<file path="src/rtl/regfile_dump_ctrl_if.sv">
// Write-side handshake between the register-dump controller and the data-memory arbiter.
// The controller is the master; the arbiter/memory drives mem_ready back.
interface regfile_dump_ctrl_if;
   logic        mem_req;
   logic [31:0] mem_addr;
   logic [31:0] mem_wdat;
   logic        mem_ready;

   modport master (
      output mem_req,
      output mem_addr,
      output mem_wdat,
      input  mem_ready
   );

   modport slave (
      input  mem_req,
      input  mem_addr,
      input  mem_wdat,
      output mem_ready
   );
endinterface

</file>
<file path="src/rtl/regfile_dump_ctrl.sv">
// Walks the register file's second read port on a dump request and writes each word to
// data memory over a valid/ready handshake, folding the accepted words into an XOR signature.
module regfile_dump_ctrl #(
   parameter logic [31:0] BASE_ADDR = 32'h0000_2000,
   parameter int          NUM_REGS  = 32,
   parameter bit          SKIP_X0   = 1'b0
) (
   input  logic                       clk,
   input  logic                       rst,
   input  logic                       start,
   output logic [4:0]                 rsel,
   input  logic [31:0]                rdat,
   regfile_dump_ctrl_if.master        mem_bus,
   output logic                       busy,
   output logic                       done,
   output logic [31:0]                signature
);

   typedef enum logic [1:0] {
      ST_IDLE  = 2'd0,
      ST_READ  = 2'd1,
      ST_WRITE = 2'd2,
      ST_DONE  = 2'd3
   } state_t;

   localparam logic [5:0] START_IDX = SKIP_X0 ? 6'd1 : 6'd0;
   localparam logic [5:0] LAST_IDX  = 6'(NUM_REGS - 1);
   // A walk whose first index is already past the last one has nothing to write.
   localparam bit         NO_WORK   = (START_IDX > LAST_IDX);

   state_t      state_r;
   state_t      state_nx_s;
   logic [5:0]  idx_r;
   logic [5:0]  idx_nx_s;
   logic [31:0] data_r;
   logic [31:0] addr_r;
   logic [31:0] addr_nx_s;
   logic [31:0] sig_r;
   logic        sig_clr_s;
   logic        sig_acc_s;

   logic [4:0]  rsel_r;
   logic        req_r;
   logic        busy_r;
   logic        done_r;
   logic [4:0]  rsel_nx_s;
   logic        req_nx_s;
   logic        busy_nx_s;
   logic        done_nx_s;

   assign addr_nx_s = BASE_ADDR + {24'h00_0000, idx_r, 2'b00};

   // Next-state and index sequencing.
   always_comb begin
      state_nx_s = state_r;
      idx_nx_s   = idx_r;
      sig_clr_s  = 1'b0;
      sig_acc_s  = 1'b0;
      case (state_r)
         ST_IDLE: begin
            if (start) begin
               idx_nx_s   = START_IDX;
               sig_clr_s  = 1'b1;
               state_nx_s = NO_WORK ? ST_DONE : ST_READ;
            end else begin
               state_nx_s = ST_IDLE;
            end
         end
         ST_READ: begin
            state_nx_s = ST_WRITE;
         end
         ST_WRITE: begin
            if (mem_bus.mem_ready) begin
               sig_acc_s = 1'b1;
               if (idx_r == LAST_IDX) begin
                  state_nx_s = ST_DONE;
               end else begin
                  idx_nx_s   = idx_r + 6'd1;
                  state_nx_s = ST_READ;
               end
            end else begin
               state_nx_s = ST_WRITE;
            end
         end
         ST_DONE: begin
            if (start) begin
               state_nx_s = ST_DONE;
            end else begin
               state_nx_s = ST_IDLE;
            end
         end
         default: begin
            state_nx_s = ST_IDLE;
         end
      endcase
   end

   // Outputs are decoded from the next state so they can be registered without a cycle of lag.
   always_comb begin
      rsel_nx_s = 5'd0;
      req_nx_s  = 1'b0;
      busy_nx_s = 1'b0;
      done_nx_s = 1'b0;
      case (state_nx_s)
         ST_IDLE: begin
            rsel_nx_s = 5'd0;
         end
         ST_READ: begin
            rsel_nx_s = idx_nx_s[4:0];
            busy_nx_s = 1'b1;
         end
         ST_WRITE: begin
            rsel_nx_s = idx_nx_s[4:0];
            req_nx_s  = 1'b1;
            busy_nx_s = 1'b1;
         end
         ST_DONE: begin
            done_nx_s = 1'b1;
         end
         default: begin
            rsel_nx_s = 5'd0;
         end
      endcase
   end

   // State, index and registered outputs.
   always_ff @(posedge clk or posedge rst) begin
      if (rst) begin
         state_r <= ST_IDLE;
         idx_r   <= 6'd0;
         rsel_r  <= 5'd0;
         req_r   <= 1'b0;
         busy_r  <= 1'b0;
         done_r  <= 1'b0;
      end else begin
         state_r <= state_nx_s;
         idx_r   <= idx_nx_s;
         rsel_r  <= rsel_nx_s;
         req_r   <= req_nx_s;
         busy_r  <= busy_nx_s;
         done_r  <= done_nx_s;
      end
   end

   // Capture the word and its slot address during the single READ cycle; held through WRITE.
   always_ff @(posedge clk or posedge rst) begin
      if (rst) begin
         data_r <= 32'h0000_0000;
         addr_r <= 32'h0000_0000;
      end else if (state_r == ST_READ) begin
         data_r <= rdat;
         addr_r <= addr_nx_s;
      end else begin
         data_r <= data_r;
         addr_r <= addr_r;
      end
   end

   // Signature clears on a new dump and folds in each word exactly once, at acceptance.
   always_ff @(posedge clk or posedge rst) begin
      if (rst) begin
         sig_r <= 32'h0000_0000;
      end else if (sig_clr_s) begin
         sig_r <= 32'h0000_0000;
      end else if (sig_acc_s) begin
         sig_r <= sig_r ^ data_r;
      end else begin
         sig_r <= sig_r;
      end
   end

   assign rsel             = rsel_r;
   assign busy             = busy_r;
   assign done             = done_r;
   assign signature        = sig_r;
   assign mem_bus.mem_req  = req_r;
   assign mem_bus.mem_addr = addr_r;
   assign mem_bus.mem_wdat = data_r;

endmodule

</file>
<file path="src/flat_wrapper.sv">
// flat-port wrapper written by rule: the top's interface ports become plain ports
module regfile_dump_ctrl_flat 
#(
   parameter logic [31:0] BASE_ADDR = 32'h0000_2000,
   parameter int          NUM_REGS  = 32,
   parameter bit          SKIP_X0   = 1'b0
)
  (clk, rst, start, rsel, rdat, busy, done, signature, mem_bus_mem_req, mem_bus_mem_addr, mem_bus_mem_wdat, mem_bus_mem_ready);
  regfile_dump_ctrl_if mem_bus_i ();
  input  logic clk;
  input  logic rst;
  input  logic start;
  output logic [4:0] rsel;
  input  logic [31:0] rdat;
  output logic busy;
  output logic done;
  output logic [31:0] signature;
  output wire logic [$bits(mem_bus_i.mem_req)-1:0] mem_bus_mem_req;
  output wire logic [$bits(mem_bus_i.mem_addr)-1:0] mem_bus_mem_addr;
  output wire logic [$bits(mem_bus_i.mem_wdat)-1:0] mem_bus_mem_wdat;
  input wire logic [$bits(mem_bus_i.mem_ready)-1:0] mem_bus_mem_ready;
  assign mem_bus_mem_req = mem_bus_i.mem_req;
  assign mem_bus_mem_addr = mem_bus_i.mem_addr;
  assign mem_bus_mem_wdat = mem_bus_i.mem_wdat;
  assign mem_bus_i.mem_ready = mem_bus_mem_ready;
  regfile_dump_ctrl #(.BASE_ADDR(BASE_ADDR), .NUM_REGS(NUM_REGS), .SKIP_X0(SKIP_X0)) u_core (.clk(clk), .rst(rst), .start(start), .rsel(rsel), .rdat(rdat), .mem_bus(mem_bus_i), .busy(busy), .done(done), .signature(signature));
endmodule
</file>
<file path="config.mk">
export PLATFORM = sky130hd
export DESIGN_NAME = regfile_dump_ctrl_flat
export DESIGN_NICKNAME = d
export VERILOG_FILES = /design/src/rtl/regfile_dump_ctrl_if.sv /design/src/rtl/regfile_dump_ctrl.sv /design/src/flat_wrapper.sv
export SDC_FILE = /design/constraint.sdc
export NUM_CORES = 1
export LEC_CHECK = 0
export BUFFER_PORTS_ARGS = -buffer_cell sky130_fd_sc_hd__buf_2
export CAP_MARGIN = 20
export CORE_AREA = 2 2 126 128
export CTS_BUF_LIST = sky130_fd_sc_hd__clkbuf_8
export DETAILED_ROUTE_END_ITERATION = 10
export DIE_AREA = 0 0 128 130
export HOLD_SLACK_MARGIN = 0.15
export SLEW_MARGIN = 20
export SYNTH_ARGS = -nofsm -noshare
export SYNTH_HDL_FRONTEND = slang
export SYNTH_SLANG_ARGS = --single-unit
</file>
<file path="constraint.sdc">
create_clock -name clk -period 3.2 [get_ports clk]
set_input_delay 0.16 -clock clk [delete_from_list [all_inputs] [get_ports clk]]
set_output_delay 0.16 -clock clk [all_outputs]
set_load 0.05 [all_outputs]
</file>
==> run metrics <==
status finished clean; Clock Pin Slew Worst Setup and Hold Paths around 0.08 ns; PD cells roughly 1100 mW/mm^2; Final Skew about 0.011 ns; top-area cell type share of the netlist area 0.5845; Synth top cells by count 87 x dfrtp_1, 41 x nand2_1, 38 x mux2_2; global-route wire length before repair about 13 mm; fraction of final layout cells with drive strength greater than 1 0.3753; final hold vios 0; top cells by area, synth dfrtp_1 58%, mux2_2 11%, xor2_1 7.5%, buf_4 5.4%, nand2_1 4.1%; Detailed Place HPWL 5.674 mm; area of the core ~0.015 mm^2; GRT overflow 0; clock root cell clkbuf_8; leading area contributor after synthesis dfrtp_1; main combinational cell family by area after synthesis multiplexers; Critical Path Start Type register; num ports 140; CP arrival 2.37 ns; max-cap violations 0; Port-buffer cells about 110; Hold Path Class primary input to register; R2R Setup Slk ~1.1 ns; post-synthesis instance total 315; Initial DRC Count 72; Post-synth ARST share 1.000; worst reg2reg path depth 8; WS Path Type register to register; Required @ worst endpoint roughly 3.5 ns; Tcrit/Tclk final 0.6500; final-report max-slew violation count 0; CP endpoint kind register; post-layout util 0.3213; Nets around 500; die height ~130 um; setup violators final 0; Post-Syn Area 0.003725 mm^2; vias in the first global route about 2700; Via Count roughly 2700; Max transition margin 0.6166; initial core utilization 0.2415; cell row count 46; Crit Reg-Reg Startpoint u_core.idx_r[0]$_DFF_PP0_; Compound-Gate Fraction of Synth Area 0.03258; Hold Path Stages 4; setup bufs post-CTS 0; Period minus WS final ~2.1 ns; P_leak roughly 0.0025 uW; Placement Cell Area 0.004408 mm^2; Post-synth top flop dfrtp_1; die width 128 um; RSZ-0062 raised after global routing false; post-route setup TNS 0 ns; GP Congestion about 0.74; WL final 8.550 mm; critical path's largest stage delay roughly 0.44 ns; ant diodes 0; final instance area slightly below 0.005 mm^2; setup ws final between 1 and 1.5 ns; CTS Sinks 87; Routed WL per cell 12.93 um; Buf/Inv on CP 1; Bufs on Longest Clock Path 2; critical-path maximum fanout 6; number of CTS-inserted buffers 9; Seq. cell area 0.002177 mm^2; Post-synth EDFFs 0; synthesized flop and latch total 87; worst slew pin tran around 0.57 ns; largest net degree at the start of global routing 40; Fill cells approximately 1600; post-synthesis mux area share 0.1203; Hold Path End u_core.idx_r[4]$_DFF_PP0_; Max Freq between 400 and 500 MHz; Reg-to-Reg End u_core.rsel[0]$_DFF_PP0_; most instantiated library cell after synthesis dfrtp_1; xor/xnor share of the synthesized area 0.07524; CTS tree built; Synth warnings 0; Clock Latency Late Sink 0.36 ns; synthesized-area fraction occupied by adder cells 0.01008; Hold Path Origin start; Max VDD drop ~420 uV; Worst path slowest cell dfrtp_1; Mapped Avg Cell Area about 12 um^2; CP dominant cell by count ha_1; Global Route Usage Sum 0.1056; Crit path max-delay family adder cells; Final ANT Viol Nets 0; area of the multi-input gates between 0.001 and 0.0015 mm^2; Residual DRC 0; area share of and/or/nand/nor cells after synthesis 0.09976; post-synthesis cell type count 31; pre-CTS setup slack about 1.1 ns; full die area around 0.017 mm^2; mean number of vias per cell ~4; post-synthesis sequential area ratio 0.5845; worst path cell trace ha_1 > nand4_1 > o21ai_0 > a21oi_1 > a31oi_1 > ha_1 > inv_1 > and2_1; initial antenna violation count 0; area growth from synthesis to layout 33.05%; Hold Slack between 0.2 and 0.25 ns; drt pass-1 iters 4; H-tree Lvls 3
[layer usage]
layer | up-vias | track usage | part of all wire
met4 | 0 | 0.05430 | 0.019
met2 | 92 | 0.1758 | 0.50
met5 | - | 0 | 0
met1 | 1296 | 0.1268 | 0.43
met3 | 12 | 0.02747 | 0.049
li1 | 1272 | - | -
[power by group]
part | switching [uW] | leakage, uW | internal [uW]
Sequential | 327 | 0.00110 | 1530
Combinational | 2130 | 0.00131 | 808
Clock | 379 | 0.0000978 | 355
[worst register-to-register path, cell delays in order (launching register included)]
cell	delay [ns]
dfrtp_1	0.44
ha_1	0.25
nand4_1	0.19
o21ai_0	0.22
a21oi_1	0.09
a31oi_1	0.28
ha_1	0.35
inv_1	0.09
and2_1	0.12
[cell families after synthesis]
logic type | after synthesis
adder cells (fa/ha/maj) | 3
multiplexers | 40
XOR/XNOR | 32
buffers and inverters | 45
flip-flops | 87
other | 1
AND/OR/NAND/NOR | 88
AO/OA/AOI/OAI | 19
[stage by stage]
step | power, uW | std cells
3_5_place_dp | 4770 | 611
5_1_grt | 5863 | 661
3_3_place_gp | 4713 | 611
4_1_cts | 5575 | 660
6_report | 5522 | 661
2_1_floorplan | 4120 | 339
[cell type report]
type,count,share of cell area
clock inverters,7,0.01338
well taps,192,0.04847
clock buffers,9,0.02499
repair buffers,152,0.1934
inverters,7,0.005554
multi-input cells,207,0.2749
flip-flops and latches,87,0.4393
[layout by cell type, fill, tap and decap left out, types with 2 or more instances in the layout]
| cell | instances |
|---|---|
| inv_1 | 8 |
| clkbuf_8 | 9 |
| a31oi_1 | 2 |
| conb_1 | 25 |
| clkinvlp_4 | 2 |
| ha_1 | 3 |
| nor2_1 | 33 |
| buf_4 | 4 |
| nand2_1 | 40 |
| dlygate4sd3_1 | 33 |
| o211ai_1 | 3 |
| a21oi_1 | 6 |
| nand3_1 | 4 |
| mux2_2 | 38 |
| mux2i_1 | 2 |
| o21ai_0 | 4 |
| nand4_1 | 2 |
| xor2_1 | 32 |
| clkinv_2 | 2 |
| buf_2 | 114 |
| dfrtp_1 | 87 |
[flip-flops by register name (all words and copies together), names as in the netlist]
| signal | count |
|---|---|
| u_core.busy | 1 |
| u_core.idx_r | 6 |
| u_core.done | 1 |
| u_core.mem_bus.mem_wdat | 32 |
| u_core.mem_bus.mem_req | 1 |
| u_core.rsel | 5 |
| u_core.signature | 32 |
| u_core.state_r | 2 |
| u_core.mem_bus.mem_addr | 7 |
[how the worst max path moves through the flow]
stage | start | endpoint | cells after the start
detailed placement | u_core.state_r[1]$_DFF_PP0_ | u_core.mem_bus.mem_wdat[3]$_DFFE_PP0N_ | 3
CTS | u_core.idx_r[0]$_DFF_PP0_ | u_core.rsel[0]$_DFF_PP0_ | 8
floorplan | rst | u_core.busy$_DFF_PP0_ | 1
finish | u_core.idx_r[0]$_DFF_PP0_ | u_core.rsel[0]$_DFF_PP0_ | 8
global route | u_core.idx_r[0]$_DFF_PP0_ | u_core.rsel[0]$_DFF_PP0_ | 8
global placement | u_core.state_r[1]$_DFF_PP0_ | u_core.mem_bus.mem_wdat[8]$_DFFE_PP0N_ | 3
[timing repair]
| item | 4_1_cts | 5_1_grt |
|---|---|---|
| hold buffers | 33 | 0 |
| gates resized for setup | 0 | 0 |
| setup endpoints to repair | 0 | 0 |
| hold endpoints to repair | 61 | 0 |
(Power assumes the default switching activity.)
